==> config.mk <==
export PLATFORM = sky130hd
export DESIGN_NAME = seq_shift_add_mult
export DESIGN_NICKNAME = d
export VERILOG_FILES = /design/src/rtl/mult_pkg.sv /design/src/rtl/cla_adder.sv /design/src/rtl/seq_shift_add_mult.sv
export SDC_FILE = /design/constraint.sdc
export NUM_CORES = 1
export LEC_CHECK = 0
export CAP_MARGIN = 20
export CORE_UTILIZATION = 45
export CTS_CLUSTER_DIAMETER = 60
export DETAILED_ROUTE_END_ITERATION = 8
export PLACE_DENSITY = 0.77
export SYNTH_ARGS = -nofsm -noshare
export SYNTH_HDL_FRONTEND = slang
export SYNTH_SLANG_ARGS = --single-unit
==> constraint.sdc <==
create_clock -name clk -period 13.2 [get_ports clk]
set_input_delay 1.32 -clock clk [delete_from_list [all_inputs] [get_ports clk]]
set_output_delay 1.32 -clock clk [all_outputs]
set_load 0.01 [all_outputs]
==> src/rtl/mult_pkg.sv <==
// Shared types and sizing helpers for the sequential shift-and-add multiplier.
package mult_pkg;

  // Multiplier control states.
  typedef enum logic [1:0] {
    IDLE = 2'd0,
    BUSY = 2'd1,
    DONE = 2'd2
  } state_t;

  // Width of the iteration counter. It is sized to hold W, so it never wraps
  // within one operation.
  function automatic int cnt_width(input int w);
    return $clog2(w + 1);
  endfunction

endpackage

==> src/rtl/cla_adder.sv <==
// Unsigned carry-lookahead adder: sum = a + b, with a (W+1)-bit result so the
// carry out is always kept.
module cla_adder #(
  parameter int DATA_WIDTH = 32
) (
  input  logic [DATA_WIDTH-1:0] a,
  input  logic [DATA_WIDTH-1:0] b,
  output logic [DATA_WIDTH:0]   sum
);

  logic [DATA_WIDTH-1:0] g;
  logic [DATA_WIDTH-1:0] p;
  logic [DATA_WIDTH-1:0] carry_in;
  logic                  carry_out;

  assign g = a & b;
  assign p = a ^ b;

  // Carry for each bit, derived from the generate/propagate terms.
  always_comb begin
    logic carry;
    carry    = 1'b0;
    carry_in = '0;
    for (int i = 0; i < DATA_WIDTH; i++) begin
      carry_in[i] = carry;
      carry       = g[i] | (p[i] & carry);
    end
    carry_out = carry;
  end

  assign sum = {carry_out, p ^ carry_in};

endmodule

==> src/rtl/seq_shift_add_mult.sv <==
// Multi-cycle unsigned shift-and-add multiplier with valid/ready handshakes on
// the input and output sides.
// Each operation takes DATA_WIDTH accumulate cycles. The whole product is
// presented at once, only when the operation is complete.
// Optional feature macro: CLMUL_MODE_EN. When it is defined, the block gets a
// 'clmul' input. That input selects carry-less (GF(2)) accumulation for each
// operation.
module seq_shift_add_mult
  import mult_pkg::*;
#(
  parameter int DATA_WIDTH = 32
) (
  input  logic                    clk,
  input  logic                    rst,
  input  logic                    in_valid,
  output logic                    in_ready,
  input  logic [DATA_WIDTH-1:0]   in_a,
  input  logic [DATA_WIDTH-1:0]   in_b,
  output logic                    out_valid,
  input  logic                    out_ready,
  output logic [2*DATA_WIDTH-1:0] out_prod
`ifdef CLMUL_MODE_EN
  ,
  input  logic                    clmul
`endif
);

  localparam int CNT_W = cnt_width(DATA_WIDTH);
  localparam logic [CNT_W-1:0] LAST_CNT = CNT_W'(DATA_WIDTH - 1);

  state_t                state_q;
  state_t                state_d;
  logic [DATA_WIDTH-1:0] a_q;
  logic [DATA_WIDTH-1:0] hi_q;
  logic [DATA_WIDTH-1:0] lo_q;
  logic [CNT_W-1:0]      cnt_q;
  logic [DATA_WIDTH-1:0] addend;
  logic [DATA_WIDTH:0]   sum_add;
  logic [DATA_WIDTH:0]   acc;
  logic                  take_in;
  logic                  give_out;

`ifdef CLMUL_MODE_EN
  logic                  clmul_q;
`endif

  assign take_in  = in_valid & in_ready;
  assign give_out = out_valid & out_ready;

  // The multiplier's low bit selects whether the multiplicand is added this cycle.
  assign addend = lo_q[0] ? a_q : '0;

  cla_adder #(
    .DATA_WIDTH(DATA_WIDTH)
  ) u_add (
    .a  (hi_q),
    .b  (addend),
    .sum(sum_add)
  );

`ifdef CLMUL_MODE_EN
  // Carry-less accumulation is a plain XOR with no carry out. It is muxed in
  // ahead of the register, in place of the integer sum.
  assign acc = clmul_q ? {1'b0, hi_q ^ addend} : sum_add;
`else
  assign acc = sum_add;
`endif

  // State register.
  always_ff @(posedge clk) begin
    if (rst) begin
      state_q <= IDLE;
    end else begin
      state_q <= state_d;
    end
  end

  // Next-state logic and handshake outputs.
  always_comb begin
    state_d   = state_q;
    in_ready  = 1'b0;
    out_valid = 1'b0;
    unique case (state_q)
      IDLE: begin
        in_ready = ~rst;
        if (take_in) state_d = BUSY;
      end
      BUSY: begin
        if (cnt_q == LAST_CNT) state_d = DONE;
      end
      DONE: begin
        out_valid = 1'b1;
        if (give_out) state_d = IDLE;
      end
      default: state_d = IDLE;
    endcase
  end

  // Hide the accumulator contents until the product is complete.
  assign out_prod = out_valid ? {hi_q, lo_q} : '0;

  // Operand capture, then one shift-and-add step per BUSY cycle.
  always_ff @(posedge clk) begin
    if (rst) begin
      a_q     <= '0;
      hi_q    <= '0;
      lo_q    <= '0;
      cnt_q   <= '0;
`ifdef CLMUL_MODE_EN
      clmul_q <= 1'b0;
`endif
    end else if (state_q == IDLE) begin
      if (take_in) begin
        a_q     <= in_a;
        hi_q    <= '0;
        lo_q    <= in_b;
        cnt_q   <= '0;
`ifdef CLMUL_MODE_EN
        clmul_q <= clmul;
`endif
      end
    end else if (state_q == BUSY) begin
      hi_q  <= acc[DATA_WIDTH:1];
      lo_q  <= {acc[0], lo_q[DATA_WIDTH-1:1]};
      cnt_q <= cnt_q + 1'b1;
    end
  end

endmodule

Word-level counts from Yosys, hierarchy flattened

Cells that the tools add are included.

Muxes and demuxes: 17
Reductions and logical operators: 5
Eq/ne operators: 6
Bitwise operators: 68
Add/subtract/negate cells: 1

Operators by type and width:

| cell                                                            | count |
|---|---|
| 32-bit two-way mux                                              | 7 |
| 64-bit two-way mux                                              | 1 |
| 32-bit XOR                                                      | 2 |
| 1-bit AND                                                       | 33 |
| 32-bit AND                                                      | 1 |
| 1-bit OR                                                        | 31 |
| 6-bit two-way mux                                               | 3 |
| 6-bit by 1-bit adder with 6-bit output, second input constant   | 1 |
| 6-bit by 5-bit == test with 1-bit output, second input constant | 1 |
| 2-bit two-way mux                                               | 3 |
| 2-bit inequality test, second input constant                    | 3 |
| 2-bit case mux with 3 select lines                              | 1 |
| 2-bit AND reduction                                             | 2 |
| 3-bit AND reduction                                             | 1 |
| 2-bit by 1-bit == test with 1-bit output, second input constant | 1 |
| 2-bit == test, second input constant                            | 1 |
| 2-bit logical NOT                                               | 1 |
| 1-bit two-way mux                                               | 2 |
| 2-bit nonzero test                                              | 1 |
| 1-bit inverter                                                  | 1 |

Output and inout bits: 66
Word-level logic and storage cells: 102
Bits in registers: 104

Depth between registers and ports, before layout

Depth in word-level cells: 66
Depth in mapped cells: 37
Depth with buffers taken out: 36

Hierarchy

Synthesis repeated with hierarchy kept, for this count alone.

Cell total of the unflattened synthesis: 585
Area, all modules: 5240.0 sq um

By module, submodules not included:

| module             | cells an instance | sequential area each (sq um) | area each (sq um) | times used |
|---|---|---|---|---|
| seq_shift_add_mult | 547               | 2082.0                       | 4580.6            | 1 |
| cla_adder          | 38                | 0.0                          | 659.4             | 1 |

Least setup slack after synthesis

No wires, ideal clock.

Path kind: register -> register
Start: register lo_q[0]
End: register hi_q[30]
Data arrival time: 14.313 ns
Period minus slack after synthesis: 14.383 ns
Cell stages (with the launch flop): 37
Setup slack: -1.183 ns
Setup time: 0.070 ns
Cells stage by stage: dfxtp_1 -> clkbuf_1 -> clkbuf_1 -> nand2_1 -> fa_1 -> fa_1 -> fa_1 -> fa_1 -> fa_1 -> fa_1 -> fa_1 -> fa_1 -> fa_1 -> fa_1 -> fa_1 -> fa_1 -> fa_1 -> fa_1 -> fa_1 -> fa_1 -> fa_1 -> fa_1 -> fa_1 -> fa_1 -> fa_1 -> fa_1 -> fa_1 -> fa_1 -> fa_1 -> fa_1 -> fa_1 -> fa_1 -> fa_1 -> fa_1 -> fa_1 -> or3_1 -> a21oi_1

Word-level cells in the longest chain between the ends: 65

Ends and longest elaborated chain:

| what                                            | line                             | RTL |
|---|---|---|
| start, declared                                 | seq_shift_add_mult.sv:35         | `logic [DATA_WIDTH-1:0] lo_q;` |
| start signal, assigned                          | seq_shift_add_mult.sv:116        | `lo_q <= in_b;` |
| start signal, assigned                          | seq_shift_add_mult.sv:124        | `lo_q <= {acc[0], lo_q[DATA_WIDTH-1:1]};` |
| 32-bit two-way mux *                            | seq_shift_add_mult.sv:51         | `assign addend = lo_q[0] ? a_q : '0;` |
| 32-bit XOR / 32-bit AND (equally long branches) | cla_adder.sv:17, cla_adder.sv:16 |  |
| 1-bit AND                                       | cla_adder.sv:26                  | `carry = g[i] \| (p[i] & carry);` |
| 1-bit OR                                        | cla_adder.sv:26                  |  |
| 1-bit AND                                       | cla_adder.sv:26                  |  |
| 1-bit OR                                        | cla_adder.sv:26                  |  |
| 1-bit AND                                       | cla_adder.sv:26                  |  |
| 1-bit OR                                        | cla_adder.sv:26                  |  |
| (+49 left out)                                  | n/a                              |  |
| 1-bit OR                                        | cla_adder.sv:26                  |  |
| 1-bit AND                                       | cla_adder.sv:26                  |  |
| 1-bit OR                                        | cla_adder.sv:26                  |  |
| 1-bit AND                                       | cla_adder.sv:26                  |  |
| 1-bit OR                                        | cla_adder.sv:26                  |  |
| 32-bit XOR *                                    | cla_adder.sv:31                  | `assign sum = {carry_out, p ^ carry_in};` |
| 32-bit two-way mux *                            | seq_shift_add_mult.sv:122        | `end else if (state_q == BUSY) begin` |
| 32-bit two-way mux *                            | seq_shift_add_mult.sv:112        | `end else if (state_q == IDLE) begin` |
| end signal, assigned                            | seq_shift_add_mult.sv:123        | `hi_q <= acc[DATA_WIDTH:1];` |
| end, declared                                   | seq_shift_add_mult.sv:34         | `logic [DATA_WIDTH-1:0] hi_q;` |

Every way passes the cells marked *; elsewhere a longest branch is shown, timed or not. The select of a mux whose other input is x is not followed.
A chain may end at the register's enable or synchronous reset.

Worst setup path after layout

Start: register a_q[0]
End: register hi_q[30]

Word-level cells in the longest chain between the ends: 65

Ends and longest elaborated chain:

| what                   | line                      | RTL |
|---|---|---|
| start, declared        | seq_shift_add_mult.sv:33  | `logic [DATA_WIDTH-1:0] a_q;` |
| start signal, assigned | seq_shift_add_mult.sv:114 | `a_q <= in_a;` |
| 32-bit two-way mux     | seq_shift_add_mult.sv:51  |  |
| 32-bit AND             | cla_adder.sv:16           | `assign g = a & b;` |
| 1-bit AND              | cla_adder.sv:26           |  |
| 1-bit OR               | cla_adder.sv:26           |  |
| 1-bit AND              | cla_adder.sv:26           |  |
| 1-bit OR               | cla_adder.sv:26           |  |
| 1-bit AND              | cla_adder.sv:26           |  |
| 1-bit OR               | cla_adder.sv:26           |  |
| (+49 left out)         | n/a                       |  |
| 1-bit OR               | cla_adder.sv:26           |  |
| 1-bit AND              | cla_adder.sv:26           |  |
| 1-bit OR               | cla_adder.sv:26           |  |
| 1-bit AND              | cla_adder.sv:26           |  |
| 1-bit OR               | cla_adder.sv:26           |  |
| 32-bit XOR             | cla_adder.sv:31           |  |
| 32-bit two-way mux     | seq_shift_add_mult.sv:122 |  |
| 32-bit two-way mux     | seq_shift_add_mult.sv:112 |  |

No other way between the ends. The select of a mux whose other input is x is not followed.

==> flow_metrics.env <==
export IMPL_setup_viol=0
export IMPL_die_w_um=110
export IMPL_finalSetupTns_ps=0
export IMPL_criticalPathCategory="flip-flop to flip-flop"
export IMPL_h_tree_depth=3
export IMPL_ys_seq_area_frac=0.394
export IMPL_rows=39
export IMPL_cts_buffers_inserted=9
export IMPL_viasPerCell=5.30
export IMPL_ys_warn_count=0
export IMPL_fin_crit_sh=0.970
export IMPL_end_kind="flip-flop"
export IMPL_synthArstFlopShare=0
export IMPL_yosys_area_top_type_share=0.394
export IMPL_diodes=0
export IMPL_final_layout_size_suffix_gt1_frac=0.0876
export IMPL_fin_crit_ps=12800
export IMPL_path_clk_slew_ps=70
export IMPL_worstPathRequired_ps=13470
export IMPL_ys_flop_type="dfxtp_1"
export IMPL_drtIter0Drc=235
export IMPL_synth_top_cell_by_area="dfxtp_1"
export IMPL_nets=815
export IMPL_peakVddDrop_mv=0.0630
export IMPL_yosys_register_bits=104
export IMPL_rsz0062_at_grt="no"
export IMPL_route_detailed_drc=0
export IMPL_critPathMaxStageDelay_ps=440
export IMPL_grt_pass1_wl_um=20400
export IMPL_final_cell_mix="clkdlybuf4s50_1 (132), nand2_1 (131), dfxtp_1 (104)"
export IMPL_ys_types=35
export IMPL_place_gp_congestion=0.770
export IMPL_num_vias=4571
export IMPL_fmax_ghz=0.0781
export IMPL_antenna_found_initial=0
export IMPL_die_h_um=110
export IMPL_synth_enable_flop_cells=0
export IMPL_hp_class="flip-flop to flip-flop"
export IMPL_clk_path_buf_depth=2
export IMPL_crit_slowest_cell="fa_1"
export IMPL_worstMarginPinSlew_ps=809
export IMPL_track_usage=0.218
export IMPL_crit_arrival_ps=13070
export IMPL_cts_tree="yes"
export IMPL_drv_slew=0
export IMPL_clk_latency_ps=340
export IMPL_cp_start_kind="flip-flop"
export IMPL_cp_common_cell="fa_2"
export IMPL_syn_num_nets=713
export IMPL_dr_pass1_iters=5
export IMPL_ios=134
export IMPL_grt_max_degree=74
export IMPL_relSlewSlack=0.460
export IMPL_dp_hpwl_um=8710
export IMPL_fin_util=0.623
export IMPL_coreArea_um2=11400
export IMPL_cp_max_fo=2
export IMPL_root_buffer="clkbuf_16"
export IMPL_status="finished clean"
export IMPL_synthTopCellsByArea="dfxtp_1 (39%), fa_1 (12%), nand2_1 (9.3%), and2_1 (7.8%), a22o_1 (5.3%)"
export IMPL_dieArea_um2=12200
export IMPL_cts_setup_buffers=0
export IMPL_maxCapViolCount=0
export IMPL_hold_viol=0
export IMPL_synth_area_um2=5290
export IMPL_cts_sinks=104
export IMPL_wire_per_inst_um=15.0
export IMPL_wirelength_um=12900
export IMPL_antenna_left=0
export IMPL_syn_area_per_cell_um2=8.64
export IMPL_hold_buffers=0
export IMPL_synth_cells=612
export IMPL_placed_area_um2=6720
export IMPL_start_util=0.463
export IMPL_numPortBuffers=133
export IMPL_grt_pass1_vias=4306
export IMPL_overflow=0
export IMPL_fin_skew_ps=6.48
export IMPL_leakagePower_uw=0.00237
export IMPL_area_growth_pct=34.5
export IMPL_power_density_nw_per_um2=104
export IMPL_stdcell_area_um2=7110
export IMPL_layout_commonest_cell="clkdlybuf4s50_1"
-- state kept, by name, summed over array words and instances, names as in the netlist --
register / flops
a_q: 32
state_q: 2
hi_q: 32
cnt_q: 6
lo_q: 32
-- worst max-delay path: cells and delay by family (launching register included) --
family                   cells  cell delay, ps
AO/OA/AOI/OAI                1             140
AND/OR/NAND/NOR              2             510
adder cells (fa/ha/maj)     32           11670
flip-flops                   1             330
buffers and inverters        1              50
-- cell usage after synthesis, drive strengths merged (25+ instances only) --
library cell and count:
a311oi 32, or3 33, nand2 131, a21oi 36, buf 27, nor2 38, fa 31, dfxtp 104
inv 34, clkbuf 25, and2 66, a22o 32
-- what timing repair did --
action | CTS | global route
pin swaps | 0 | 6
resized for setup | 6 | 2
setup endpoints to repair | 2 | 2
-- stage by stage --
stage          power (µW)  setup slack [ps]  hold WS (ps)  std cells
2_1_floorplan         405              31.9           435        612
3_3_place_gp          433             -39.9           451        841
3_5_place_dp          441              -255           457        844
4_1_cts               740              52.2           466        860
5_1_grt               766              33.8           477        862
6_report              736               395           462        862
-- final timing paths --
kind                              start        to  slack, ps  depth (start not counted)
worst max-delay path             a_q[0]  hi_q[30]        400                         36
worst min-delay path            hi_q[4]   hi_q[4]        460                          2
worst max register to register   a_q[0]  hi_q[30]        400                         36
worst min register to register  hi_q[4]   hi_q[4]        460                          2
-- area by class of cell --
| cell class | instances | area, µm² |
|---|---|---|
| multi-input combinational | 422 | 2910 |
| fill | 1010 | 4310 |
| clock buffer | 10 | 229 |
| clock inverter | 6 | 108 |
| inverter | 34 | 128 |
| sequential | 104 | 2080 |
| tap | 143 | 179 |
| timing repair buffer | 143 | 1470 |
-- cells by family after synthesis --
group,after synthesis,synth area share
flip-flops,104,0.394
multiplexers,1,0.00213
AND/OR/NAND/NOR,277,0.250
adder cells (fa/ha/maj),33,0.122
buffers and inverters,86,0.0736
AO/OA/AOI/OAI,109,0.155
XOR/XNOR,2,0.00331
-- report_power, final --
group          leakage [µW]  switching (µW)  internal (µW)
logic               0.00136            48.8           42.6
clock network      0.000162             115            185
registers          0.000851            12.4            332
total               0.00237             177            559
-- metal layers --
layer,vias to the layer above,global-route usage,share of wire
met2,112,0.365,0.51
li1,2225,-,-
met1,2217,0.277,0.43
met5,-,0,0
met3,17,0.0376,0.042
met4,0,0.0902,0.019
Power figures use the tool's default switching activity.
